[config.mk]
export PLATFORM = sky130hd
export DESIGN_NAME = ls_addr_gen
export DESIGN_NICKNAME = d
export VERILOG_FILES = /design/src/rtl/ls_addr_gen.sv
export SDC_FILE = /design/constraint.sdc
export NUM_CORES = 1
export LEC_CHECK = 0
export ABC_CLOCK_PERIOD_IN_PS = 800
export BUFFER_PORTS_ARGS = -buffer_cell sky130_fd_sc_hd__buf_2
export CORE_ASPECT_RATIO = 1.5
export CORE_MARGIN = 2
export CORE_UTILIZATION = 53
export CTS_CLUSTER_SIZE = 40
export DETAILED_ROUTE_END_ITERATION = 8
export HOLD_SLACK_MARGIN = 0.12
export PLACE_DENSITY = 0.8
export SLEW_MARGIN = 20
export SYNTH_ARGS = -nofsm -noshare
export SYNTH_HDL_FRONTEND = slang
export SYNTH_SLANG_ARGS = --single-unit
[constraint.sdc]
create_clock -name CLK -period 0.8 [get_ports CLK]
set_input_delay 0.04 -clock CLK [delete_from_list [all_inputs] [get_ports CLK]]
set_output_delay 0.04 -clock CLK [all_outputs]
set_load 0.03 [all_outputs]
[src/rtl/ls_addr_gen.sv]
// Load/store address generator: log barrel shifter feeding a 32-bit carry-lookahead
// adder/subtractor, with the memory and writeback addresses registered (1-cycle latency).
module ls_addr_gen (
  input  logic        CLK,
  input  logic        RST,
  input  logic        IN_VALID,
  input  logic        I,
  input  logic        P,
  input  logic        U,
  input  logic [1:0]  SH_OP,
  input  logic [4:0]  SH_AMOUNT,
  input  logic [11:0] OFFSET,
  input  logic [31:0] RN,
  input  logic [31:0] RM,
  output logic        OUT_VALID,
  output logic [31:0] MEM_ADDR,
  output logic [31:0] WB_ADDR,
  output logic        COUT
);

  // Valid semantics: OUT_VALID is IN_VALID delayed one cycle and only qualifies the
  // address outputs, which update every cycle; there is no ready/back-pressure.

  localparam logic [1:0] SH_LSL = 2'd0;
  localparam logic [1:0] SH_LSR = 2'd1;
  localparam logic [1:0] SH_ASR = 2'd2;

  function automatic logic [31:0] shift_stage(input logic [31:0] d,
                                              input logic [1:0]  op,
                                              input int          n);
    logic [31:0] r;
    case (op)
      SH_LSL:  r = d << n;
      SH_LSR:  r = d >> n;
      SH_ASR:  r = (d >> n) | (~(32'hFFFF_FFFF >> n) & {32{d[31]}});
      default: r = (d >> n) | (d << (32 - n));
    endcase
    return r;
  endfunction

  logic [31:0] sh_out;
  logic [31:0] offset_val;
  logic [31:0] b_op;
  logic        cin;
  logic [31:0] g;
  logic [31:0] p;
  logic [31:0] bit_c;
  logic [3:0]  gb;
  logic [3:0]  pb;
  logic        grp_g;
  logic        grp_p;
  logic        run_c;
  logic        carry_out;
  logic [31:0] sum;

  // Five stages of 1, 2, 4, 8 and 16 positions, each enabled by one SH_AMOUNT bit.
  always_comb begin
    sh_out = RM;
    for (int k = 0; k < 5; k++) begin
      if (SH_AMOUNT[k]) sh_out = shift_stage(sh_out, SH_OP, 1 << k);
    end
  end

  assign offset_val = I ? sh_out : {20'b0, OFFSET};
  assign b_op       = U ? offset_val : ~offset_val;
  assign cin        = ~U;
  assign g          = RN & b_op;
  assign p          = RN ^ b_op;

  // 4-bit lookahead groups; group generate/propagate form the carry chain between groups.
  always_comb begin
    run_c = cin;
    bit_c = '0;
    gb    = '0;
    pb    = '0;
    grp_g = 1'b0;
    grp_p = 1'b0;
    for (int j = 0; j < 8; j++) begin
      gb = g[4*j +: 4];
      pb = p[4*j +: 4];
      bit_c[4*j]   = run_c;
      bit_c[4*j+1] = gb[0] | (pb[0] & run_c);
      bit_c[4*j+2] = gb[1] | (pb[1] & gb[0]) | (pb[1] & pb[0] & run_c);
      bit_c[4*j+3] = gb[2] | (pb[2] & gb[1]) | (pb[2] & pb[1] & gb[0])
                   | (pb[2] & pb[1] & pb[0] & run_c);
      grp_g = gb[3] | (pb[3] & gb[2]) | (pb[3] & pb[2] & gb[1])
            | (pb[3] & pb[2] & pb[1] & gb[0]);
      grp_p = &pb;
      run_c = grp_g | (grp_p & run_c);
    end
    carry_out = run_c;
  end

  assign sum = p ^ bit_c;

  always_ff @(posedge CLK or negedge RST) begin
    if (!RST) begin
      OUT_VALID <= 1'b0;
      MEM_ADDR  <= '0;
      WB_ADDR   <= '0;
      COUT      <= 1'b0;
    end else begin
      OUT_VALID <= IN_VALID;
      MEM_ADDR  <= P ? sum : RN;
      WB_ADDR   <= sum;
      COUT      <= carry_out;
    end
  end

endmodule

==> flow_metrics.tcl, run 1 <==
set metrics [dict create \
    status "did not finish" \
    dp_cells 1732 \
    synth_ff_type "dfrtp_1" \
    cts_buffers 9 \
    synth_top_cell_by_area "dfrtp_1" \
    dp_hpwl_um 33830 \
    gp_congestion 1.202 \
    synth_cell_types 93 \
    avgSynthCellArea_um2 7.998 \
    ys_ff_latch 66 \
    yosysWarnings 0 \
    die_x_um 107.4 \
    synth_seq_area_share 0.1944 \
    portBuffers 154 \
    synth_top_area_frac 0.1944 \
    clockBufferDepth 2 \
    cts_hold_buf 25 \
    cts_resized 419 \
    netlist_area_um2 8494 \
    cts.sinks 66 \
    lastStage "clock tree synthesis" \
    syn-num-nets 1190 \
    cts_setup_buffers 55 \
    htreeDepth 3 \
    syn_inst 1062 \
    async_flop_share 1.000 \
    die_h_um 159.1 \
    ios 155 \
    yosys-top-cells-area "dfrtp_1 19%, xnor2_1 5.3%, mux4_2 5.0%" \
    first-error "[ERROR DPL-0033] detailed placement checks failed during check placement." \
    rows 56 \
    synth_edf_count 0 \
    root_buffer "clkbuf_16" \
    start_util 0.5412 \
]
-- cells by family after synthesis --
kind of cell,count (synthesis),synth area share
compound gates,390,0.3245
simple gates,318,0.1863
buf+inv,127,0.06422
mux,68,0.1112
flops,66,0.1944
xor+xnor,54,0.05568
fa+ha+maj,39,0.06363
-- cell usage after synthesis, types with 18 or more instances --
cell type	instances
ha_1	32
mux4_2	19
a21oi_1	73
dfrtp_1	66
a21o_1	18
mux2_2	21
buf_2	37
a211oi_1	27
nand2_1	78
a31oi_1	32
mux2i_1	28
nor2_1	96
nand3_1	25
nor3_1	32
clkbuf_1	42
inv_1	33
xnor2_1	51
o21ai_0	75
a311oi_1	24
-- metrics by stage --
stage	worst slack (ns)	hold WS [ns]	util	instance area [um2]	setup TNS, ns
floorplan	-3.625	-0.2556	-	8932	-182.06
global placement	-4.138	0.06365	0.8017	12580	-231.87
detailed placement	-4.414	0.07737	0.8017	12580	-244.93
==> run 2: changes to the inputs <==
==> config.mk (replaced) <==
export PLATFORM = sky130hd
export DESIGN_NAME = ls_addr_gen
export DESIGN_NICKNAME = d
export VERILOG_FILES = /design/src/rtl/ls_addr_gen.sv
export SDC_FILE = /design/constraint.sdc
export NUM_CORES = 1
export LEC_CHECK = 0
export ABC_CLOCK_PERIOD_IN_PS = 1000
export BUFFER_PORTS_ARGS = -buffer_cell sky130_fd_sc_hd__buf_2
export CORE_MARGIN = 2
export CORE_UTILIZATION = 40
export DETAILED_ROUTE_END_ITERATION = 8
export PLACE_DENSITY_LB_ADDON = 0.15
export SLEW_MARGIN = 20
export SYNTH_ARGS = -nofsm -noshare
export SYNTH_HDL_FRONTEND = slang
export SYNTH_SLANG_ARGS = --single-unit
==> constraint.sdc (replaced) <==
create_clock -name CLK -period 1 [get_ports CLK]
set_input_delay 0.05 -clock CLK [delete_from_list [all_inputs] [get_ports CLK]]
set_output_delay 0.05 -clock CLK [all_outputs]
set_load 0.03 [all_outputs]
==> run 2 against run 1 <==
- the flow now finishes, with violations (negative setup slack)
- synthesized area unchanged
- synthesized cell count unchanged
==> flow_metrics.tcl, run 2 <==
set metrics [dict create \
    ys_ff_latch 66 \
    syn2layout_area_growth_pct 87.57 \
    violations "negative setup slack" \
    most-common-layout-cells "451 x buf_4, 151 x buf_2, 73 x nor2_1" \
    yosysMostFrequentCell "nor2_1" \
    synth_top_area_frac 0.1944 \
    yosys-top-cells-area "dfrtp_1 19%, xnor2_1 5.3%, mux4_2 5.0%" \
    cts.sinks 66 \
    fmax_ghz 0.2187 \
    syn-num-nets 1190 \
    dieArea_um2 22420 \
    postRouteWirelength_um 44260 \
    vias_per_cell 6.109 \
    die_x_um 149.7 \
    first_pass_iters 5 \
    dpl_cell_area_um2 12810 \
    htreeDepth 3 \
    ios 155 \
    switching_power_mw 8.850 \
    period_needed_ns 4.573 \
    power_density_nw_per_um2 1319 \
    max_slew_margin 0.4860 \
    finalSetupViolCount 65 \
    final_common_cell "buf_4" \
    tightest_slew_ns 0.7709 \
    cts_tree "yes" \
    cp-start-kind "input pin" \
    cp_max_fo 8 \
    ir_worst_vdd_mv 0.8679 \
    required_ns 1.25 \
    synth_cell_types 93 \
    dp_hpwl_um 30460 \
    ant_nets 0 \
    hold_path_class "in2reg" \
    core_um2 20960 \
    start_util 0.4054 \
    avgSynthCellArea_um2 7.998 \
    path_clk_slew_ns 0.05 \
    slew_viol_final 0 \
    grt_usage 0.3550 \
    cp-end-kind "register" \
    status "finished, violations left" \
    min-delay-start "RN[30]" \
    pwr-share-comb 0.651 \
    yosysWarnings 0 \
    syn_inst 1062 \
    post-route-period-util 4.573 \
    cts_buffers 9 \
    rsz0062_at_grt "yes" \
    hold_viol_final 0 \
    clockBufferDepth 2 \
    finalInstanceArea_um2 15930 \
    final_nets 1797 \
    synth_top_cell_by_area "dfrtp_1" \
    layout-drive-gt1-share 0.6022 \
    setup_ws_ns -3.573 \
    max_cap_violations 0 \
    synth_commonest_cells "96 x nor2_1, 78 x nand2_1, 75 x o21ai_0" \
    antenna_found_initial 0 \
    tns_ns -195.30 \
    switching_share 0.4210 \
    synth_edf_count 0 \
    p_int_mw 12.17 \
    route.detailed.drc 0 \
    synth_ff_type "dfrtp_1" \
    timing.hold.ws_ns 0.01937 \
    grt_start_max_net_pins 67 \
    arrival_ns 4.82 \
    route.detailed.wl_per_inst_um 22.71 \
    top_regs "MEM_ADDR x32, WB_ADDR x32" \
    seqPwrFrac 0.176 \
    netlist_area_um2 8494 \
    root_buffer "clkbuf_16" \
    diodes 0 \
    gp_congestion 1.078 \
    die_h_um 149.7 \
    hold_path_end "MEM_ADDR[30]" \
    power_leakage_nw 7.100 \
    portBuffers 154 \
    first_global_vias 11210 \
    clkPwrFrac 0.172 \
    synth_seq_area_share 0.1944 \
    drtIter0Drc 974 \
    grt_pass1_wl_um 61630 \
    rows 53 \
    grt-ovfl-total 0 \
    async_flop_share 1.000 \
    vias 11910 \
    whs_path_depth 3 \
    setup.worst_path.class "in2reg" \
]
## run 2: cell counts after synthesis
Identical to the previous run, type by type.
## run 2: cell families after synthesis
kind of cell / count (synthesis) / synth area share
AO/OA/AOI/OAI: 390 / 0.3245
XOR/XNOR: 54 / 0.05568
adder cells (fa/ha/maj): 39 / 0.06363
buffers and inverters: 127 / 0.06422
flip-flops: 66 / 0.1944
multiplexers: 68 / 0.1112
AND/OR/NAND/NOR: 318 / 0.1863
## run 2: what timing repair did
item / CTS / global route
gates resized for setup: 244 / 118
cloned: 7 / 3
pin swaps: 103 / 75
buffers inserted: 58 / 35
hold endpoints to repair: 86 / 0
setup endpoints to repair: 65 / 65
hold buffers: 21 / 0
## run 2: power groups by stage
stage | registers (mW) | logic (mW) | clock network (mW)
global route | 3.78 | 14.4 | 3.76
detailed placement | 3.73 | 10.8 | 0
CTS | 3.69 | 12.4 | 3.61
finish | 3.71 | 13.7 | 3.62
global placement | 3.71 | 10.7 | 0
floorplan | 5.54 | 4.46 | 0
## run 2: layer usage
metal	global-route usage	vias to the layer above	wire (um)
met5	0	-	0
met4	0.2151	0	2960
met3	0.04177	197	3250
met2	0.6154	721	21630
met1	0.4203	5718	16410
li1	-	5270	-
## run 2: how the worst max path moves through the flow
stage | startpoint | endpoint | slack (ns)
floorplan | SH_AMOUNT[0] | MEM_ADDR[21] | -3.43
global placement | SH_OP[1] | MEM_ADDR[29] | -4.16
detailed placement | SH_OP[1] | MEM_ADDR[29] | -4.22
CTS | SH_OP[0] | MEM_ADDR[20] | -3.36
global route | SH_OP[0] | MEM_ADDR[20] | -3.69
finish | SH_OP[0] | MEM_ADDR[20] | -3.57
## run 2: worst max-delay path: stages
cell and delay, ns:
buf_12 0.13, buf_4 0.16, o21ai_0 0.35, a311oi_4 0.17, buf_4 0.17, o221a_2 0.28, o21bai_1 0.17, a32o_2 0.25
or2_0 0.21, a31oi_2 0.25, xnor2_1 0.10, ha_1 0.33, a211oi_2 0.29, inv_1 0.12, o311ai_4 0.32, a21oi_2 0.13
o311a_1 0.35, o21a_1 0.21, nor2_2 0.16, fa_2 0.46, mux2i_1 0.17
## run 2: cell type report
type / instances / area, um2
Tap cell: 275 / 344.1
Clock inverter: 5 / 102.6
Timing Repair Buffer: 684 / 5361
Clock buffer: 11 / 232.7
Inverter: 39 / 151.4
Fill cell: 1447 / 5022
Multi-Input combinational cell: 869 / 8089
Sequential cell: 66 / 1652
## run 2: stage by stage
| step | std cells | power, mW | util | worst slack [ns] |
|---|---|---|---|---|
| global placement | 1824 | 14.44 | 0.6114 | -4.157 |
| global route | 1949 | 21.93 | 0.7603 | -3.690 |
| finish | 1949 | 21.02 | 0.7603 | -3.573 |
| floorplan | 1062 | 9.993 | - | -3.435 |
| CTS | 1917 | 19.65 | 0.7178 | -3.356 |
| detailed placement | 1824 | 14.57 | 0.6114 | -4.221 |
Power figures use the tool's default switching activity.
